## src/rtl/adcbuf_capture.sv

```systemverilog
// Multi-channel ADC capture: selects one AXI-stream channel, decimates, packs
// PACK samples per BRAM word and writes them in one-shot or ring mode.
module adcbuf_capture #(
  parameter int NCH                  = 2,
  parameter int ADC_AXIS_DATAWIDTH   = 64,
  parameter int BRAMTOHOST_DATAWIDTH = 256,
  parameter int BRAMTOHOST_ADDRWIDTH = 12,
  parameter int DECIMWIDTH           = 8,
  parameter int CHSELWIDTH           = 1
) (
  input  logic                                aclk,
  input  logic                                aresetn,
  input  logic [NCH*ADC_AXIS_DATAWIDTH-1:0]   s_axis_tdata,
  input  logic [NCH-1:0]                      s_axis_tvalid,
  output logic [NCH-1:0]                      s_axis_tready,
  input  logic [CHSELWIDTH-1:0]               chsel,
  input  logic                                mode,
  input  logic [DECIMWIDTH-1:0]               decim,
  input  logic                                trig_en,
  input  logic                                trig,
  input  logic                                start,
  input  logic                                stop,
  output logic                                bram_we,
  output logic [BRAMTOHOST_ADDRWIDTH-1:0]     bram_addr,
  output logic [BRAMTOHOST_DATAWIDTH-1:0]     bram_wdata,
  output logic                                busy,
  output logic                                done,
  output logic                                wrapped,
  output logic [BRAMTOHOST_ADDRWIDTH-1:0]     wptr
);
  localparam int ADCW = ADC_AXIS_DATAWIDTH;
  localparam int AW   = BRAMTOHOST_ADDRWIDTH;
  localparam int PACK = BRAMTOHOST_DATAWIDTH / ADCW;
  localparam int LW   = (PACK > 1) ? $clog2(PACK) : 1;

  typedef enum logic [1:0] {S_IDLE, S_ARM, S_CAPT, S_DONE} state_t;

  state_t                      state_q, state_d;
  logic [CHSELWIDTH-1:0]       chsel_q, chsel_d;
  logic                        mode_q, mode_d;
  logic [DECIMWIDTH-1:0]       decim_q, decim_d;
  logic                        trig_en_q, trig_en_d;
  logic [DECIMWIDTH-1:0]       dcnt_q, dcnt_d;
  logic [LW-1:0]               lane_q, lane_d;
  logic [PACK-1:0][ADCW-1:0]   pack_q, pack_d;
  logic [AW-1:0]               wptr_q, wptr_d;
  logic                        wrapped_q, wrapped_d;
  logic                        we_q, we_d;
  logic [AW-1:0]               addr_q, addr_d;
  logic [BRAMTOHOST_DATAWIDTH-1:0] wdata_q, wdata_d;

  logic [CHSELWIDTH-1:0]       sel;
  logic [ADCW-1:0]             sample;

  // No backpressure: every channel is always drained while out of reset.
  assign s_axis_tready = {NCH{aresetn}};

  assign sel    = (int'(chsel_q) < NCH) ? chsel_q : '0;
  assign sample = s_axis_tdata[sel*ADCW +: ADCW];

  always_comb begin
    state_d   = state_q;
    chsel_d   = chsel_q;
    mode_d    = mode_q;
    decim_d   = decim_q;
    trig_en_d = trig_en_q;
    dcnt_d    = dcnt_q;
    lane_d    = lane_q;
    pack_d    = pack_q;
    wptr_d    = wptr_q;
    wrapped_d = wrapped_q;
    we_d      = 1'b0;
    addr_d    = addr_q;
    wdata_d   = wdata_q;
    case (state_q)
      S_IDLE, S_DONE: begin
        if (start) begin
          state_d   = S_ARM;
          chsel_d   = chsel;
          mode_d    = mode;
          decim_d   = decim;
          trig_en_d = trig_en;
          wptr_d    = '0;
          wrapped_d = 1'b0;
          lane_d    = '0;
          dcnt_d    = '0;
        end
      end
      S_ARM: begin
        if (stop)                    state_d = S_IDLE;
        else if (!trig_en_q || trig) state_d = S_CAPT;
      end
      S_CAPT: begin
        if (s_axis_tvalid[sel]) begin
          dcnt_d = (dcnt_q == decim_q) ? '0 : dcnt_q + 1'b1;
          if (dcnt_q == '0) begin
            pack_d[lane_q] = sample;
            if (lane_q == LW'(PACK-1)) begin
              // Word completes this cycle; it is written even if stop is also high.
              we_d    = 1'b1;
              addr_d  = wptr_q;
              wdata_d = pack_d;
              lane_d  = '0;
              wptr_d  = wptr_q + 1'b1;
              if (&wptr_q) begin
                if (mode_q) wrapped_d = 1'b1;
                else        state_d   = S_DONE;
              end
            end else begin
              lane_d = lane_q + 1'b1;
            end
          end
        end
        if (stop) state_d = S_DONE;
      end
      default: state_d = S_IDLE;
    endcase
  end

  always_ff @(posedge aclk or negedge aresetn) begin
    if (!aresetn) begin
      state_q   <= S_IDLE;
      chsel_q   <= '0;
      mode_q    <= 1'b0;
      decim_q   <= '0;
      trig_en_q <= 1'b0;
      dcnt_q    <= '0;
      lane_q    <= '0;
      pack_q    <= '0;
      wptr_q    <= '0;
      wrapped_q <= 1'b0;
      we_q      <= 1'b0;
      addr_q    <= '0;
      wdata_q   <= '0;
    end else begin
      state_q   <= state_d;
      chsel_q   <= chsel_d;
      mode_q    <= mode_d;
      decim_q   <= decim_d;
      trig_en_q <= trig_en_d;
      dcnt_q    <= dcnt_d;
      lane_q    <= lane_d;
      pack_q    <= pack_d;
      wptr_q    <= wptr_d;
      wrapped_q <= wrapped_d;
      we_q      <= we_d;
      addr_q    <= addr_d;
      wdata_q   <= wdata_d;
    end
  end

  assign bram_we    = we_q;
  assign bram_addr  = addr_q;
  assign bram_wdata = wdata_q;
  assign wptr       = wptr_q;
  assign wrapped    = wrapped_q;
  assign busy       = (state_q == S_ARM) || (state_q == S_CAPT);
  assign done       = (state_q == S_DONE);

endmodule

```

## config.mk

```make
export PLATFORM = sky130hd
export DESIGN_NAME = adcbuf_capture
export DESIGN_NICKNAME = d
export VERILOG_FILES = /design/src/rtl/adcbuf_capture.sv
export SDC_FILE = /design/constraint.sdc
export NUM_CORES = 1
export LEC_CHECK = 0
export CAP_MARGIN = 25
export CORE_UTILIZATION = 51
export CTS_CLUSTER_SIZE = 28
export DETAILED_ROUTE_END_ITERATION = 12
export PLACE_DENSITY = 0.8
export SLEW_MARGIN = 20
export SYNTH_ARGS = -nofsm -noshare
export SYNTH_HDL_FRONTEND = slang
export SYNTH_SLANG_ARGS = --single-unit
export TNS_END_PERCENT = 5
```

## constraint.sdc

```tcl
create_clock -name aclk -period 2.8 [get_ports aclk]
set_input_delay 0.28 -clock aclk [delete_from_list [all_inputs] [get_ports aclk]]
set_output_delay 0.28 -clock aclk [all_outputs]
set_load 0.01 [all_outputs]
```

== After elaboration in Yosys (flattened, before gate mapping) ==
Index checks and enable logic that the tools add are counted.

* Bits of input ports: 146
* Output and inout bits: 286
* Logic and storage cells: 97
* Register bits after elaboration: 561

* Add/subtract/negate cells: 3
* Equality and inequality tests: 17
* Multiplexer cells: 40
* Reductions and logical operators: 17
* Magnitude comparators: 3
* Shift operators: 1

{| class="wikitable"
|+ Operators with widths
! kind !! count
|-
| bitwise mux 256 bit || 1
|-
| demux 64 bit (select 2 bit) || 1
|-
| variable part select 128 x 8 -> 64 bit || 1
|-
| 2-to-1 mux 64 bit || 1
|-
| 2-to-1 mux 12 bit || 4
|-
| 2-to-1 mux 2 bit || 13
|-
| 2-to-1 mux 8 bit || 3
|-
| one-hot mux 12 bit (2 select lines) || 1
|-
| inequality test 3 bit, second input constant || 6
|-
| one-hot mux 8 bit (2 select lines) || 1
|-
| AND reduction 7 bit || 2
|-
| adder 12 x 1 -> 12 bit, second input constant || 1
|-
| 2-to-1 mux 1 bit || 12
|-
| inequality test 2 bit, second input constant || 6
|-
| AND reduction 12 bit || 1
|-
| adder 8 x 1 -> 8 bit, second input constant || 1
|-
| equality test 8 bit || 1
|-
| zero test 8 bit || 1
|-
| AND reduction 4 bit || 2
|-
| equality test 2 bit, second input constant || 3
|-
| one-hot mux 2 bit (3 select lines) || 1
|-
| AND reduction 3 bit || 2
|-
| AND reduction 5 bit || 1
|-
| one-hot mux 2 bit (2 select lines) || 1
|-
| 13 further kinds || 14
|}

== Logic depth before layout (Yosys ltp) ==
Gate-level depths: netlist of run 1.

* Depth after elaboration: 7
* Mapped depth: 10
* Depth with buffers taken out: 7

== Worst setup path after synthesis of run 1 ==
OpenSTA, ideal clock, no wires.

* Path type: register -> register
* Start point: register dcnt_q[0]
* End point: register wdata_q[64] (netlist: bram_wdata[64])
* Clock period less this slack: 2,276 ps
* Cell stages (with the launch flop): 11
* Path buffers: 3
* Setup time: 133 ps
* Required time: 2,667 ps
* Setup slack: 524 ps
* Arrival: 2,142 ps
* Cells stage by stage: dfrtp_1 -> inv_1 -> ha_1 -> or4b_4 -> nor4b_2 -> nand2_2 -> buf_2 -> buf_6 -> buf_6 -> nand2_1 -> o21ai_0

* Longest elaborated chain between the ends: 2

{| class="wikitable"
|+ RTL lines
! what !! RTL line !! RTL
|-
| start, declared || 43 || <nowiki>logic [DECIMWIDTH-1:0] dcnt_q, dcnt_d;</nowiki>
|-
| start signal, assigned || 141 || <nowiki>dcnt_q <= dcnt_d;</nowiki>
|-
| zero test 8 bit || 96 || <nowiki>if (dcnt_q == '0) begin</nowiki>
|-
| AND reduction 4 bit (no source line) || n/a ||
|-
| end signal, assigned || 148 || <nowiki>wdata_q <= wdata_d;</nowiki>
|-
| end, declared || 50 || <nowiki>logic [BRAMTOHOST_DATAWIDTH-1:0] wdata_q, wdata_d;</nowiki>
|}

Every way passes these cells.
A chain may end at the register's enable or synchronous reset.

== Worst setup path after layout of run 1 ==
* Start point: register dcnt_q[0]
* End point: register wdata_q[45] (netlist: bram_wdata[45])

The elaborated chain is that of the path after synthesis.

==> results.py, run 1 <==
metrics = {
    "cells_and_area": {
        "fin_cells": 3128,
        "drive_gt1_share_pct": 5.53,
        "area_growth_pct": 31.2,
        "fillers": 2971,
        "finalNetCount": 2721,
        "antennaDiodeCount": 0,
    },
    "routing": {
        "routed_via_density": 5.40,
        "dr.pass1.iters": 5,
        "vias": 16900,
        "routed_wirelength_um": 55100,
        "route.detailed.wl_per_inst_um": 17.6,
        "drtAntennaViolNets": 0,
        "remaining_drc_errors": 0,
        "drtIter0Drc": 1078,
    },
    "setup_path": {
        "worstPathBufferInverterCount": 3,
        "max_stage_delay_ns": 0.52,
        "crit_chain": "inv_1, ha_1, or4b_4, nor4b_2, buf_4, nand2_8, buf_12, nand2_1, o21ai_0",
        "worst_path_max_delay_cell": "or4b_4",
        "cp.required_ns": 3.25,
        "crit_path_end_kind": "register",
        "crit_family": "simple AND/OR/NAND/NOR gates",
        "start_kind": "register",
        "path_class": "register to register",
        "crit_path_max_fanout": 94,
        "arrival_ns": 2.98,
    },
    "timing": {
        "fin_crit_sh_pct": 90.2,
        "max_slew.worst_pin.slew_ns": 0.919,
        "max_freq_mhz": 396,
        "setup_tns_ns": 0,
        "drv_slew": 0,
        "setup_viol": 0,
        "maxSlewHeadroom_pct": 38.7,
        "hold_viol": 0,
        "rsz0062_at_grt": "no",
        "finClkSkew_ns": 0.0274,
        "period_needed_ns": 2.52,
    },
    "clock_tree": {
        "ctsHoldBuffers": 1,
        "ctsResizeCount": 0,
        "ctsHtreeMaxLevel": 2,
        "numCtsBuffers": 51,
        "clk_latency_ns": 0.60,
        "clkTransAtPathRegs_ns": 0.06,
        "clock-sinks": 497,
        "cts_buffer_depth": 3,
        "cts_tree": "built",
        "cts_root_buf": "clkbuf_16",
        "post_cts_buffers": 0,
    },
    "global_route": {
        "track_usage_pct": 26.6,
        "grtUsageMet1_pct": 34.1,
        "grt_start_max_net_pins": 159,
        "grt_first_pass_wirelength_um": 87200,
        "antenna_found_initial": 0,
        "grt_pass1_vias": 16500,
        "grt_util_met3_pct": 5.62,
        "grt_overflow": 0,
        "met2_usage_pct": 44.1,
        "grt.busiest_layer": "met2",
    },
    "yosys": {
        "netlist_area_mm2": 0.0208,
        "syn-instance-count": 2205,
        "seq_area_frac_synth_pct": 59.9,
        "ys_seq_elements": 497,
        "syn_avg_cell_area_um2": 9.42,
        "ys_types": 39,
        "synth_nets": 2362,
        "yosysWarnings": 0,
    },
    "die": {
        "io_pins": 432,
        "start_util_pct": 52.0,
        "rows": 73,
        "die_h_um": 204,
        "die-width_um": 204,
        "coreArea_mm2": 0.0399,
        "die-area_mm2": 0.0415,
    },
    "place": {
        "hpwl_um": 35900,
        "io_buffer_count": 431,
        "dp.cells": 3035,
        "place_congestion": 0.803,
    },
    "power": {
        "max-vdd-ir-drop_mv": 1.04,
        "pwr_density_cell_mw_per_mm2": 668,
        "leakage_nw": 12.1,
    },
    "flow_run": {
        "cap_viol_max_count": 0,
    },
    "worst_hold_path": {
        "hp-class": "input port to asynchronous set/reset pin",
    },
    "outcome": {
        "status": "complete, no violations",
    },
}
==> cell type report <==
cell class              count  area (µm²)  share of cell area, %
flip-flops and latches    497       12400                   45.7
inverters                  15        56.3                  0.207
well taps                 525         657                   2.41
clock inverters            14         210                  0.772
clock buffers              78        1550                   5.69
repair buffers            469        4780                   17.6
multi-input cells        1530        7550                   27.7
==> where the power goes <==
part | switching [mW] | internal, mW
sequential | 0.314 | 7.73
combinational | 1.95 | 1.16
clock | 2.77 | 4.26
total | 5.04 | 13.1
==> cell usage after synthesis, drive strengths merged <==
cell / instances / area share [%]
nor2: 78 / 1.4
mux2: 12 / 0.65
and4: 1 / 0.042
clkbuf: 110 / 2.0
a31oi: 1 / 0.030
or4b: 1 / 0.066
mux2i: 69 / 3.3
inv: 15 / 0.27
buf: 53 / 1.9
nor4: 3 / 0.090
xnor2: 2 / 0.084
and3: 2 / 0.060
nand2: 629 / 11
o21ai: 585 / 14
or3: 4 / 0.12
nor4b: 2 / 0.19
and2: 4 / 0.12
xor2: 15 / 0.63
nand4: 9 / 0.27
a211oi: 1 / 0.036
a21o: 1 / 0.036
o31ai: 1 / 0.10
and4b: 1 / 0.048
o22ai: 2 / 0.060
dfrtp: 497 / 60
a21oi: 73 / 1.8
a21boi: 1 / 0.036
nand2b: 3 / 0.090
nor3: 2 / 0.048
o31a: 1 / 0.042
nand3: 11 / 0.27
ha: 11 / 0.66
a22o: 5 / 0.21
==> final timing paths <==
path,startpoint,end,slack [ns],cells past startpoint
worst min register to register,bram_addr[8],bram_addr[8],0.47,2
min in group aclk,mode,mode_q,0.32,2
worst min-delay path,aresetn,bram_wdata[171],0.15,2
max in group asynchronous,aresetn,decim_q[1],1.43,3
worst max register to register,dcnt_q[0],bram_wdata[45],0.28,9
worst max-delay path,dcnt_q[0],bram_wdata[45],0.28,9
==> state kept, by name, indices dropped and copies added (netlist names), 2 cells and up <==
name and cells:
decim_q 8, state_q 2, pack_q 192, lane_q 2, wptr 12, bram_wdata 256
dcnt_q 8, bram_addr 12
==> metal layers <==
metal / share of wire, % / up-vias
met5: 0 / -
met4: 3.5 / 0
met3: 6.7 / 106
met2: 49 / 542
met1: 41 / 8166
li1: - / 8075
==> per-stage QoR <==
stage | utilization, % | total power [mW] | hold WS, ns | setup WS (ns) | instance area [µm²]
5_1_grt | 68.2 | 19.0 | 0.138 | 0.150 | 27200
3_5_place_dp | 63.8 | 11.3 | 0.175 | 0.278 | 25500
3_3_place_gp | 63.8 | 11.1 | 0.174 | 0.336 | 25500
4_1_cts | 68.2 | 18.3 | 0.121 | 0.299 | 27200
6_report | 68.2 | 18.2 | 0.146 | 0.275 | 27200
2_1_floorplan | - | 10.0 | -0.0156 | 0.524 | 20800
==> cell usage in the layout (no fill, tap or decap), drive strengths merged, types with 8 or more instances in the layout <==
cell / n
a21oi: 73
buf: 38
clkbuf: 78
clkdlybuf4s50: 430
clkinv: 8
dfrtp: 497
ha: 11
inv: 16
mux2: 12
mux2i: 69
nand2: 629
nand3: 11
nand4: 9
nor2: 78
o21ai: 585
xor2: 15
==> worst reg2reg max path, stage by stage (launching register included) <==
cell and delay, ns:
dfrtp_1 0.44, inv_1 0.09, ha_1 0.13, or4b_4 0.52, nor4b_2 0.28, buf_4 0.18
nand2_8 0.17, buf_12 0.28, nand2_1 0.20, o21ai_0 0.11
==> kinds of logic after synthesis <==
logic type	synth area share [%]
fa+ha+maj	0.663
buf+inv	4.14
compound gates	16.4
mux	3.98
simple gates	14.2
flops	59.9
xor+xnor	0.717
Note: power is estimated with default switching activity, not from simulation.
==> run 2, diff against run 1 <==
- CORE_UTILIZATION: 51 -> 55
- PLACE_DENSITY: 0.8 -> 0.85
- clock period: 2.8 -> 3.2 ns (I/O delays scaled with it)
==> run 2 against run 1 <==
  * Count of clock-buffer cells in the layout decreased by 10
  * First-iteration DRC count up 10%
  * Global-route usage increased by 2.9 points
  * Clock skew is 0.0081 ns lower
  * Power decreased by 13%
  * Hold slack improved by 0.12 ns
  * Register-to-register slack better by 0.10 ns
  * Setup slack improved by 0.10 ns
  * Highest routed layer unchanged
  * Non-clock buffer count decreased by 9
  * Design area decreased by 0.55%
  * Critical path type unchanged
  * Final cell count fell by 1.1%
  * Largest power group unchanged
==> results.py, run 2 (synthesis results as in run 1) <==
metrics = {
    "cells_and_area": {
        "largest_reg_flops": 256,
        "area_growth_pct": 30.5,
        "finalNetCount": 2711,
        "fillers": 2500,
        "final_common_cell": "nand2_1",
        "most-common-layout-cells": "nand2_1, o21ai_0, dfrtp_1, clkdlybuf4s50_1, nor2_1",
        "drive_gt1_share_pct": 5.29,
        "antennaDiodeCount": 0,
    },
    "place": {
        "place_congestion": 0.868,
        "io_buffer_count": 431,
        "hpwl_um": 37000,
    },
    "timing": {
        "fin_crit_sh_pct": 88.2,
        "period_needed_ns": 2.82,
        "maxSlewHeadroom_pct": 36.0,
        "rsz0062_at_grt": "no",
        "hold_viol": 0,
        "setup_tns_ns": 0,
        "finClkSkew_ns": 0.0192,
        "hold_ws_ns": 0.264,
        "max_freq_mhz": 354,
        "max_slew.worst_pin.slew_ns": 0.934,
        "setup_viol": 0,
        "drv_slew": 0,
    },
    "clock_tree": {
        "clk_latency_ns": 0.56,
        "ctsHoldBuffers": 1,
        "cts_tree": "built",
        "cts_root_buf": "clkbuf_16",
        "ctsResizeCount": 0,
        "numCtsBuffers": 50,
        "clkTransAtPathRegs_ns": 0.06,
        "post_cts_buffers": 0,
        "clock-sinks": 497,
        "ctsHtreeMaxLevel": 2,
        "cts_buffer_depth": 3,
    },
    "routing": {
        "drtIter0Drc": 1190,
        "route.detailed.wl_per_inst_um": 18.3,
        "remaining_drc_errors": 0,
        "drtAntennaViolNets": 0,
        "dr.pass1.iters": 5,
        "vias": 17200,
        "routed_wirelength_um": 56600,
        "routed_via_density": 5.55,
    },
    "die": {
        "die-width_um": 196,
        "start_util_pct": 56.3,
        "coreArea_mm2": 0.0369,
        "rows": 70,
        "die_h_um": 196,
        "io_pins": 432,
        "die-area_mm2": 0.0385,
    },
    "global_route": {
        "antenna_found_initial": 0,
        "grt_overflow": 0,
        "track_usage_pct": 29.5,
        "grt_first_pass_wirelength_um": 90400,
        "grt_pass1_vias": 17200,
        "grt_start_max_net_pins": 185,
    },
    "power": {
        "pwr_density_cell_mw_per_mm2": 582,
        "max-vdd-ir-drop_mv": 0.712,
        "leakage_nw": 12.0,
        "finalPower_mw": 15.8,
    },
    "worst_hold_path": {
        "hp-class": "input port to asynchronous set/reset pin",
    },
    "setup_path": {
        "path_class": "register to register",
        "arrival_ns": 3.25,
        "cp.required_ns": 3.63,
        "critPathLaunch": "dcnt_q[1]",
        "crit_path_max_fanout": 54,
        "r2r_start": "dcnt_q[1]",
        "start_kind": "register",
        "crit_path_end_kind": "register",
    },
    "outcome": {
        "status": "complete, no violations",
    },
    "flow_run": {
        "cap_viol_max_count": 0,
    },
}
-- run 2: report_power, final --
| group | total, mW | switching [mW] | internal, mW |
|---|---|---|---|
| registers | 7.05 | 0.288 | 6.77 |
| clock network | 5.97 | 2.41 | 3.57 |
| logic | 2.73 | 1.74 | 0.990 |
| total | 15.8 | 4.44 | 11.3 |
-- run 2: cell type report --
class                      count  area (µm²)  share of cell area (%)
inverter                      15        56.3                   0.208
tap                          504         631                    2.33
sequential                   497       12400                    45.9
multi-input combinational   1530        7550                    27.9
clock inverter                21         240                   0.887
timing repair buffer         460        4730                    17.4
clock buffer                  68        1450                    5.35
-- run 2: final timing paths --
kind                                         to  slack, ns  cells after the start
worst max-delay path            bram_wdata[100]       0.38                      8
worst min-delay path            bram_wdata[234]       0.26                      2
worst max register to register  bram_wdata[100]       0.38                      8
worst min register to register     bram_addr[8]       0.47                      2
max in group asynchronous           pack_q[164]       1.62                      3
min in group aclk                       chsel_q       0.37                      2
-- run 2: per-layer routing --
layer	vias up	wire length, µm	global-route usage [%]
li1	8072	-	-
met1	8285	23000	37.9
met2	656	27200	48.5
met3	153	4040	6.15
met4	0	2400	13.0
met5	-	0	0
-- run 2: stage by stage --
step	instances	instance area, µm²	setup WS [ns]	utilization, %
4_1_cts	3095	27100	0.368	73.5
5_1_grt	3095	27100	0.235	73.5
3_5_place_dp	3005	25400	0.370	68.9
6_report	3095	27100	0.377	73.5
3_3_place_gp	3005	25400	0.497	68.9
2_1_floorplan	2205	20800	0.924	-
-- run 2: critical path, stage by stage (launching register included) --
cell and delay (ns):
dfrtp_1 0.44, inv_1 0.11, ha_1 0.14, or4b_4 0.52, nor4b_2 0.56, nand2_8 0.34
buf_4 0.35, nand2_1 0.11, o21ai_0 0.09
